## src/rtl/dmem_arbiter_if.sv

```systemverilog
// dmem_arbiter_if
//   Bundles the three requester ports and the data-memory port that surround
//   dmem_arbiter. Signal names keep their original _in/_out suffixes, seen
//   from the arbiter, so existing connection lists map one-to-one.
//
//   Parameters: DATA_W (memory word width), ADDR_W (memory address width).
//   Modports:
//     slave  - arbiter side (requests in, grants/read data/memory port out)
//     master - environment side (requesters plus the memory model)
//   Signals:
//     spi_*  : SPI loader write request, burst lock, address, data, grant
//     core_* : core request, write enable, address, write data, grant,
//              read valid, read data
//     disp_* : viewer read request, address, grant, read valid, read data
//     mem_*  : memory enable, write enable, address, write data, read data

interface dmem_arbiter_if #(
  parameter int DATA_W = 8,
  parameter int ADDR_W = 4
);

  // SPI loader
  logic              spi_req_in;
  logic              spi_lock_in;
  logic [ADDR_W-1:0] spi_addr_in;
  logic [DATA_W-1:0] spi_wdata_in;
  logic              spi_gnt_out;

  // Processor core
  logic              core_req_in;
  logic              core_we_in;
  logic [ADDR_W-1:0] core_addr_in;
  logic [DATA_W-1:0] core_wdata_in;
  logic              core_gnt_out;
  logic              core_rvalid_out;
  logic [DATA_W-1:0] core_rdata_out;

  // Seven-segment viewer
  logic              disp_req_in;
  logic [ADDR_W-1:0] disp_addr_in;
  logic              disp_gnt_out;
  logic              disp_rvalid_out;
  logic [DATA_W-1:0] disp_rdata_out;

  // Data memory port
  logic              mem_en_out;
  logic              mem_we_out;
  logic [ADDR_W-1:0] mem_addr_out;
  logic [DATA_W-1:0] mem_wdata_out;
  logic [DATA_W-1:0] mem_rdata_in;

  modport slave (
    input  spi_req_in, spi_lock_in, spi_addr_in, spi_wdata_in,
    output spi_gnt_out,
    input  core_req_in, core_we_in, core_addr_in, core_wdata_in,
    output core_gnt_out, core_rvalid_out, core_rdata_out,
    input  disp_req_in, disp_addr_in,
    output disp_gnt_out, disp_rvalid_out, disp_rdata_out,
    output mem_en_out, mem_we_out, mem_addr_out, mem_wdata_out,
    input  mem_rdata_in
  );

  modport master (
    output spi_req_in, spi_lock_in, spi_addr_in, spi_wdata_in,
    input  spi_gnt_out,
    output core_req_in, core_we_in, core_addr_in, core_wdata_in,
    input  core_gnt_out, core_rvalid_out, core_rdata_out,
    output disp_req_in, disp_addr_in,
    input  disp_gnt_out, disp_rvalid_out, disp_rdata_out,
    input  mem_en_out, mem_we_out, mem_addr_out, mem_wdata_out,
    output mem_rdata_in
  );

endinterface

```

## src/rtl/dmem_arbiter.sv

```systemverilog
// dmem_arbiter
//   Fixed-priority arbiter sharing the single port of the 16-entry data
//   memory between the SPI data loader, the processor core and the
//   seven-segment viewer.
//
//   Priority: SPI > core > viewer. An SPI burst can hold the port with
//   spi_lock_in; while the lock register is set the core and the viewer are
//   refused even if SPI is not requesting. Grants are combinational and a
//   granted access completes in its grant cycle. Read data returns one
//   cycle after a read grant on a per-requester registered port.
//
//   Optional feature (macro DMEM_ARB_STARVE_EN):
//     defined   - a saturating 4-bit counter tracks consecutive denied viewer
//                 cycles; once it reaches STARVE_MAX the viewer outranks the
//                 core (never SPI or the lock).
//     undefined - strict SPI > core > viewer; the viewer can starve.
//
//   Parameters: DATA_W (8), ADDR_W (4), STARVE_MAX (4, range 1..15)
//   Ports:
//     clk   - clock
//     rst_n - asynchronous active-low reset; forces grants and the memory
//             port to 0 and clears lock, counter and read-return registers
//     bus   - dmem_arbiter_if.slave (requester ports and memory port)

module dmem_arbiter #(
  parameter int DATA_W     = 8,
  parameter int ADDR_W     = 4,
  parameter int STARVE_MAX = 4
) (
  input logic           clk,
  input logic           rst_n,
  dmem_arbiter_if.slave bus
);

  // Elaboration-time guard on the promotion threshold
  if (STARVE_MAX < 1 || STARVE_MAX > 15) begin : g_bad_starve_max
    $error("dmem_arbiter: STARVE_MAX must be in 1..15");
  end

  logic              locked;
  logic              spi_gnt;
  logic              core_gnt;
  logic              disp_gnt;
  logic              port_busy;
  logic              promote;

  logic              core_rvalid;
  logic [DATA_W-1:0] core_rdata;
  logic              disp_rvalid;
  logic [DATA_W-1:0] disp_rdata;

  logic              mem_en;
  logic              mem_we;
  logic [ADDR_W-1:0] mem_addr;
  logic [DATA_W-1:0] mem_wdata;

  // ---------------------------------------------------------------------------
  // Viewer anti-starvation
  // ---------------------------------------------------------------------------
`ifdef DMEM_ARB_STARVE_EN
  logic [3:0] disp_wait;

  // Counts consecutive cycles in which the viewer asked and was refused.
  // Any viewer grant, or the viewer dropping its request, restarts the count.
  always_ff @(posedge clk or negedge rst_n) begin
    if (!rst_n) begin
      disp_wait <= '0;
    end else if (bus.disp_req_in && !disp_gnt) begin
      if (disp_wait != 4'hF) begin
        disp_wait <= disp_wait + 4'd1;
      end
    end else begin
      disp_wait <= '0;
    end
  end

  always_comb begin
    promote = (disp_wait >= 4'(STARVE_MAX));
  end
`else
  always_comb begin
    promote = 1'b0;
  end
`endif

  // ---------------------------------------------------------------------------
  // Grant logic
  // ---------------------------------------------------------------------------
  // SPI always wins when it requests, including the cycle in which its own
  // lock is expiring. The lock only shuts out the other two requesters.
  always_comb begin
    port_busy = locked | bus.spi_req_in;
    spi_gnt   = rst_n & bus.spi_req_in;
    core_gnt  = rst_n & ~port_busy & bus.core_req_in
              & ~(promote & bus.disp_req_in);
    disp_gnt  = rst_n & ~port_busy & bus.disp_req_in
              & (promote | ~bus.core_req_in);
  end

  // ---------------------------------------------------------------------------
  // Memory port mux
  // ---------------------------------------------------------------------------
  // Grants are mutually exclusive, so the if-chain order only matters for
  // readability; with no grant the port drives zeros.
  always_comb begin
    mem_en    = spi_gnt | core_gnt | disp_gnt;
    mem_we    = spi_gnt | (core_gnt & bus.core_we_in);
    mem_addr  = '0;
    mem_wdata = '0;
    if (spi_gnt) begin
      mem_addr  = bus.spi_addr_in;
      mem_wdata = bus.spi_wdata_in;
    end else if (core_gnt) begin
      mem_addr  = bus.core_addr_in;
      mem_wdata = bus.core_wdata_in;
    end else if (disp_gnt) begin
      mem_addr  = bus.disp_addr_in;
    end
  end

  // ---------------------------------------------------------------------------
  // Burst lock
  // ---------------------------------------------------------------------------
  // Set by a granted SPI access with lock asserted, held while lock stays
  // high, dropped at the first edge that sees lock low.
  always_ff @(posedge clk or negedge rst_n) begin
    if (!rst_n) begin
      locked <= 1'b0;
    end else begin
      locked <= bus.spi_lock_in & (spi_gnt | locked);
    end
  end

  // ---------------------------------------------------------------------------
  // Read return
  // ---------------------------------------------------------------------------
  // rvalid pulses for one cycle after each read grant; rdata holds the last
  // returned word between reads.
  always_ff @(posedge clk or negedge rst_n) begin
    if (!rst_n) begin
      core_rvalid <= 1'b0;
      core_rdata  <= '0;
    end else begin
      core_rvalid <= core_gnt & ~bus.core_we_in;
      if (core_gnt && !bus.core_we_in) begin
        core_rdata <= bus.mem_rdata_in;
      end
    end
  end

  always_ff @(posedge clk or negedge rst_n) begin
    if (!rst_n) begin
      disp_rvalid <= 1'b0;
      disp_rdata  <= '0;
    end else begin
      disp_rvalid <= disp_gnt;
      if (disp_gnt) begin
        disp_rdata <= bus.mem_rdata_in;
      end
    end
  end

  // ---------------------------------------------------------------------------
  // Outputs
  // ---------------------------------------------------------------------------
  assign bus.spi_gnt_out     = spi_gnt;
  assign bus.core_gnt_out    = core_gnt;
  assign bus.disp_gnt_out    = disp_gnt;
  assign bus.core_rvalid_out = core_rvalid;
  assign bus.core_rdata_out  = core_rdata;
  assign bus.disp_rvalid_out = disp_rvalid;
  assign bus.disp_rdata_out  = disp_rdata;
  assign bus.mem_en_out      = mem_en;
  assign bus.mem_we_out      = mem_we;
  assign bus.mem_addr_out    = mem_addr;
  assign bus.mem_wdata_out   = mem_wdata;

endmodule

```

## src/flat_wrapper.sv

```systemverilog
// flat-port wrapper written by rule: the top's interface ports become plain ports
module dmem_arbiter_flat 
#(
  parameter int DATA_W     = 8,
  parameter int ADDR_W     = 4,
  parameter int STARVE_MAX = 4
)
  (clk, rst_n, bus_spi_req_in, bus_spi_lock_in, bus_spi_addr_in, bus_spi_wdata_in, bus_spi_gnt_out, bus_core_req_in, bus_core_we_in, bus_core_addr_in, bus_core_wdata_in, bus_core_gnt_out, bus_core_rvalid_out, bus_core_rdata_out, bus_disp_req_in, bus_disp_addr_in, bus_disp_gnt_out, bus_disp_rvalid_out, bus_disp_rdata_out, bus_mem_en_out, bus_mem_we_out, bus_mem_addr_out, bus_mem_wdata_out, bus_mem_rdata_in);
  dmem_arbiter_if #(.DATA_W(DATA_W), .ADDR_W(ADDR_W)) bus_i ();
  input logic clk;
  input logic rst_n;
  input wire logic [$bits(bus_i.spi_req_in)-1:0] bus_spi_req_in;
  input wire logic [$bits(bus_i.spi_lock_in)-1:0] bus_spi_lock_in;
  input wire logic [$bits(bus_i.spi_addr_in)-1:0] bus_spi_addr_in;
  input wire logic [$bits(bus_i.spi_wdata_in)-1:0] bus_spi_wdata_in;
  output wire logic [$bits(bus_i.spi_gnt_out)-1:0] bus_spi_gnt_out;
  input wire logic [$bits(bus_i.core_req_in)-1:0] bus_core_req_in;
  input wire logic [$bits(bus_i.core_we_in)-1:0] bus_core_we_in;
  input wire logic [$bits(bus_i.core_addr_in)-1:0] bus_core_addr_in;
  input wire logic [$bits(bus_i.core_wdata_in)-1:0] bus_core_wdata_in;
  output wire logic [$bits(bus_i.core_gnt_out)-1:0] bus_core_gnt_out;
  output wire logic [$bits(bus_i.core_rvalid_out)-1:0] bus_core_rvalid_out;
  output wire logic [$bits(bus_i.core_rdata_out)-1:0] bus_core_rdata_out;
  input wire logic [$bits(bus_i.disp_req_in)-1:0] bus_disp_req_in;
  input wire logic [$bits(bus_i.disp_addr_in)-1:0] bus_disp_addr_in;
  output wire logic [$bits(bus_i.disp_gnt_out)-1:0] bus_disp_gnt_out;
  output wire logic [$bits(bus_i.disp_rvalid_out)-1:0] bus_disp_rvalid_out;
  output wire logic [$bits(bus_i.disp_rdata_out)-1:0] bus_disp_rdata_out;
  output wire logic [$bits(bus_i.mem_en_out)-1:0] bus_mem_en_out;
  output wire logic [$bits(bus_i.mem_we_out)-1:0] bus_mem_we_out;
  output wire logic [$bits(bus_i.mem_addr_out)-1:0] bus_mem_addr_out;
  output wire logic [$bits(bus_i.mem_wdata_out)-1:0] bus_mem_wdata_out;
  input wire logic [$bits(bus_i.mem_rdata_in)-1:0] bus_mem_rdata_in;
  assign bus_i.spi_req_in = bus_spi_req_in;
  assign bus_i.spi_lock_in = bus_spi_lock_in;
  assign bus_i.spi_addr_in = bus_spi_addr_in;
  assign bus_i.spi_wdata_in = bus_spi_wdata_in;
  assign bus_spi_gnt_out = bus_i.spi_gnt_out;
  assign bus_i.core_req_in = bus_core_req_in;
  assign bus_i.core_we_in = bus_core_we_in;
  assign bus_i.core_addr_in = bus_core_addr_in;
  assign bus_i.core_wdata_in = bus_core_wdata_in;
  assign bus_core_gnt_out = bus_i.core_gnt_out;
  assign bus_core_rvalid_out = bus_i.core_rvalid_out;
  assign bus_core_rdata_out = bus_i.core_rdata_out;
  assign bus_i.disp_req_in = bus_disp_req_in;
  assign bus_i.disp_addr_in = bus_disp_addr_in;
  assign bus_disp_gnt_out = bus_i.disp_gnt_out;
  assign bus_disp_rvalid_out = bus_i.disp_rvalid_out;
  assign bus_disp_rdata_out = bus_i.disp_rdata_out;
  assign bus_mem_en_out = bus_i.mem_en_out;
  assign bus_mem_we_out = bus_i.mem_we_out;
  assign bus_mem_addr_out = bus_i.mem_addr_out;
  assign bus_mem_wdata_out = bus_i.mem_wdata_out;
  assign bus_i.mem_rdata_in = bus_mem_rdata_in;
  dmem_arbiter #(.DATA_W(DATA_W), .ADDR_W(ADDR_W), .STARVE_MAX(STARVE_MAX)) u_core (.clk(clk), .rst_n(rst_n), .bus(bus_i));
endmodule
```

## config.mk

```make
export PLATFORM = sky130hd
export DESIGN_NAME = dmem_arbiter_flat
export DESIGN_NICKNAME = d
export VERILOG_FILES = /design/src/rtl/dmem_arbiter_if.sv /design/src/rtl/dmem_arbiter.sv /design/src/flat_wrapper.sv
export SDC_FILE = /design/constraint.sdc
export NUM_CORES = 1
export LEC_CHECK = 0
export CORE_MARGIN = 2
export CORE_UTILIZATION = 33
export CTS_BUF_LIST = sky130_fd_sc_hd__clkbuf_8
export DETAILED_ROUTE_END_ITERATION = 10
export PLACE_DENSITY = 0.82
export SLEW_MARGIN = 20
export SYNTH_ARGS = -nofsm -noshare
export SYNTH_HDL_FRONTEND = slang
export SYNTH_SLANG_ARGS = --single-unit
export TNS_END_PERCENT = 50
```

## constraint.sdc

```tcl
create_clock -name clk -period 1.8 [get_ports clk]
set_clock_uncertainty 0.1 [all_clocks]
set_input_delay 0.27 -clock clk [delete_from_list [all_inputs] [get_ports clk]]
set_output_delay 0.27 -clock clk [all_outputs]
set_load 0.05 [all_outputs]
```

==> summary.txt <==
=================================================================================
Status                                                               finished with violations
Violated checks                                                      negative setup slack
Post-layout nets                                                              201
Slew HR                                                                    76.85%
Most frequent cell after synthesis                                        dfrtp_1
Cell taking the most area after synthesis                                 dfrtp_1
Number of warning messages in the yosys log                                     0
Detail Route Antenna Nets                                                       0
Sequential fraction of the synthesis area                                  50.94%
Iteration-0 DRC count of the detailed router                                   20
Diodes inserted                                                                 0
Row count                                                                      19
Simple logic cell fraction of the synthesized area                         6.568%
Initial cell density of the core                                           34.44%
Final WL                                                                  3461 um
Total power divided by cell area                                     876.0 mW/mm^2
Data required time of the worst path                                      1.43 ns
Final hold violation count                                                      0
Unrepaired setup endpoints after global routing                               yes
Post-synthesis cell area                                               933.4 um^2
Nets in the synthesized netlist                                               111
Slew at the pin with the worst max-slew slack                           0.3473 ns
Via density per instance                                                    4.931
Net switching power                                                     0.7486 mW
Clk pin slew, worst setup/hold paths                                      0.08 ns
Most frequent cells after synthesis                                  dfrtp_1 (19), a22o_1 (8), mux2_2 (8), mux2_4 (8), inv_1 (4)
Share of the cycle needed by the critical path after routing               105.4%
Met1 wire length                                                          1128 um
Adder-cell area share of the yosys netlist                                     0%
Fraction of synthesis flops using an asynchronous set or reset pin         100.0%
Share of total power in the clock network                                   16.3%
Placed wire-length estimate after detailed placement                      2592 um
Setup_tns                                                              -0.9324 ns
Proportion of layout cells with a drive suffix above 1                     55.41%
Critical setup path kind                                             register to output port
Clock Latency Late Sink                                                   0.25 ns
Category of the worst setup path launch point                            register
Initial DRT Pass Iterations                                                     4
Tot GR Track Use                                                           20.58%
Port buffer count                                                              77
Arrival time reported for the critical path endpoint                      1.53 ns
Clock Sinks                                                                    19
Dominant combinational cell family by area after synthesis           multiplexers
Internal power component                                                 1.083 mW
Non-filler instance count after layout                                        188
Number of max-capacitance violations reported                                   0
Upper clock frequency limit                                             527.1 MHz
Minimum setup slack in the final design                               -0.09718 ns
Share of total power in combinational logic                                 52.7%
Area of the placeable core                                           0.002710 mm^2
Kind of capture point of the worst setup path                         output port
Number of antenna violations at the first check in global routing               0
Gate count after technology mapping                                            68
Area of all placed cells without fillers                             0.002091 mm^2
First-pass GRT wire length                                                5092 um
Wire length on met2                                                       2089 um
Max-slew violation count                                                        0
Worst hold-check slack                                                  0.1091 ns
Vias                                                                          927
Count of different cell masters after synthesis                                19
H-Tree Level Count                                                              1
Overall die area                                                     0.003270 mm^2
Synth-to-Final Area Change                                                 124.0%
Cts bufs inserted                                                               3
Largest driver fanout on the critical path                                      8
Peak supply drop                                                        0.9966 mV
Flip-flop and latch count after synthesis                                      19
Post-route total power                                                   1.832 mW
Leak Pwr                                                                0.9540 nW
Final setup violating endpoints                                                14
Post-synthesis share of cell area spent on xor and xnor gates                  0%
Average footprint of a synthesized cell                                13.73 um^2
Vias in the first global route                                               1066
Top-level I/O count                                                            78
Number of design rule violations left after detail routing                      0
Hold Path Class                                                      input port to asynchronous set/reset pin
Pin count of the biggest net entering global routing                           20
Area fraction in compound gates after synthesis                            14.21%
Highest metal layer used by the detailed router                              met4
Horizontal die dimension                                                 57.19 um
Instance count after placement with tap cells included                        181
Switching portion of total power                                           40.87%
Area fraction of the dominant cell type after synthesis                    50.94%
Vertical die dimension                                                   57.19 um
Sum of overflow across all layers after global routing                          0
Clock tree from TritonCTS                                                    done
Final Wtd Congestion                                                       0.8096
WL per Instance                                                          18.41 um
Post-synth top flop                                                       dfrtp_1
Top cells by area in the synthesized netlist                         dfrtp_1 (51%), mux2_4 (13%), mux2_2 (9.7%)
Total met3 wirelength after detailed routing                               122 um
Clock root cell                                                          clkbuf_8
Sequential cell fraction of total power                                     31.0%
Placed cell areas                                                    0.001928 mm^2
EDFF count, synth                                                               0
Clock Path Buffers                                                              2
Proportion of synthesized area in mux cells                                22.52%
Minimum clock period                                                     1.897 ns
=================================================================================
## flip-flops by register name (all words and copies together), names as in the netlist
name	flops
u_core.bus.disp_rdata_out	8
u_core.locked	1
u_core.bus.disp_rvalid_out	1
u_core.bus.core_rvalid_out	1
u_core.bus.core_rdata_out	8
## routing by layer
metal | vias to the layer above | track usage (%)
met5 | - | 0
met4 | 0 | 9.635
met3 | 10 | 4.989
met2 | 27 | 39.08
met1 | 460 | 20.87
li1 | 430 | -
## per-stage QoR
stage / utilization [%] / worst slack [ns]
6_report: 77.15 / -0.09718
4_1_cts: 74.75 / -0.09342
3_3_place_gp: 71.15 / -0.1649
3_5_place_dp: 71.15 / -0.2011
5_1_grt: 77.15 / -0.1444
2_1_floorplan: - / -0.07169
## timing repair
action,in CTS,in global routing
setup endpoints to repair,15,15
setup buffers,1,1
hold buffers,0,0
pin swaps,4,6
cloned,1,0
resized for setup,12,10
## logic make-up (layout without fill, tap and decap cells)
kind of cell / count (synthesis) / count (layout)
AND/OR/NAND/NOR: 7 / 8
flip-flops: 19 / 19
multiplexers: 16 / 16
buffers and inverters: 9 / 97
AO/OA/AOI/OAI: 17 / 17
## cells in the final DEF (no fill, tap or decap), types with 3 or more instances in the layout
cell	count
clkdlybuf4s50_1	39
inv_1	3
dfrtp_1	19
o21ai_4	3
a22o_2	4
a22oi_1	3
buf_4	26
buf_12	18
clkbuf_8	3
buf_6	3
mux2_4	8
a22o_4	4
mux2_2	8
dlygate4sd2_1	3
## final cells by class
class	count	area [um^2]
flip-flops and latches	19	475.5
clock inverters	1	5.005
clock buffers	3	41.29
repair buffers	89	1006
multi-input cells	41	509.2
inverters	4	15.01
fillers	175	619.3
well taps	31	38.79
## path summary, 6_finish.rpt
path / startpoint / endpoint / slack [ns] / cells after the start
max: u_core.locked / bus_mem_wdata_out[0] / -0.1 / 4
max reg2reg: u_core.locked / u_core.bus.core_rdata_out[3] / 0.17 / 4
min reg2reg: u_core.bus.disp_rdata_out[1] / u_core.bus.disp_rdata_out[1] / 0.42 / 1
min in group clk: u_core.bus.disp_rdata_out[1] / u_core.bus.disp_rdata_out[1] / 0.42 / 1
min: rst_n / u_core.bus.disp_rdata_out[6] / 0.11 / 2
max in group asynchronous: rst_n / u_core.bus.core_rdata_out[2] / 1.28 / 2
## power groups by stage
stage	sequential [mW]	clock (mW)	combinational [mW]
final	0.569	0.298	0.965
after global routing	0.579	0.324	0.998
after CTS	0.567	0.306	0.952
after detailed placement	0.574	0	0.940
after global placement	0.568	0	0.927
after floorplan	0.880	0	0.231
## worst max-delay path, stage by stage, from the launching register on
cell and delay [ns]:
dfrtp_1 0.42, and4bb_4 0.37, buf_6 0.16, a22o_2 0.19, buf_12 0.14
Power figures use the tool's default switching activity.
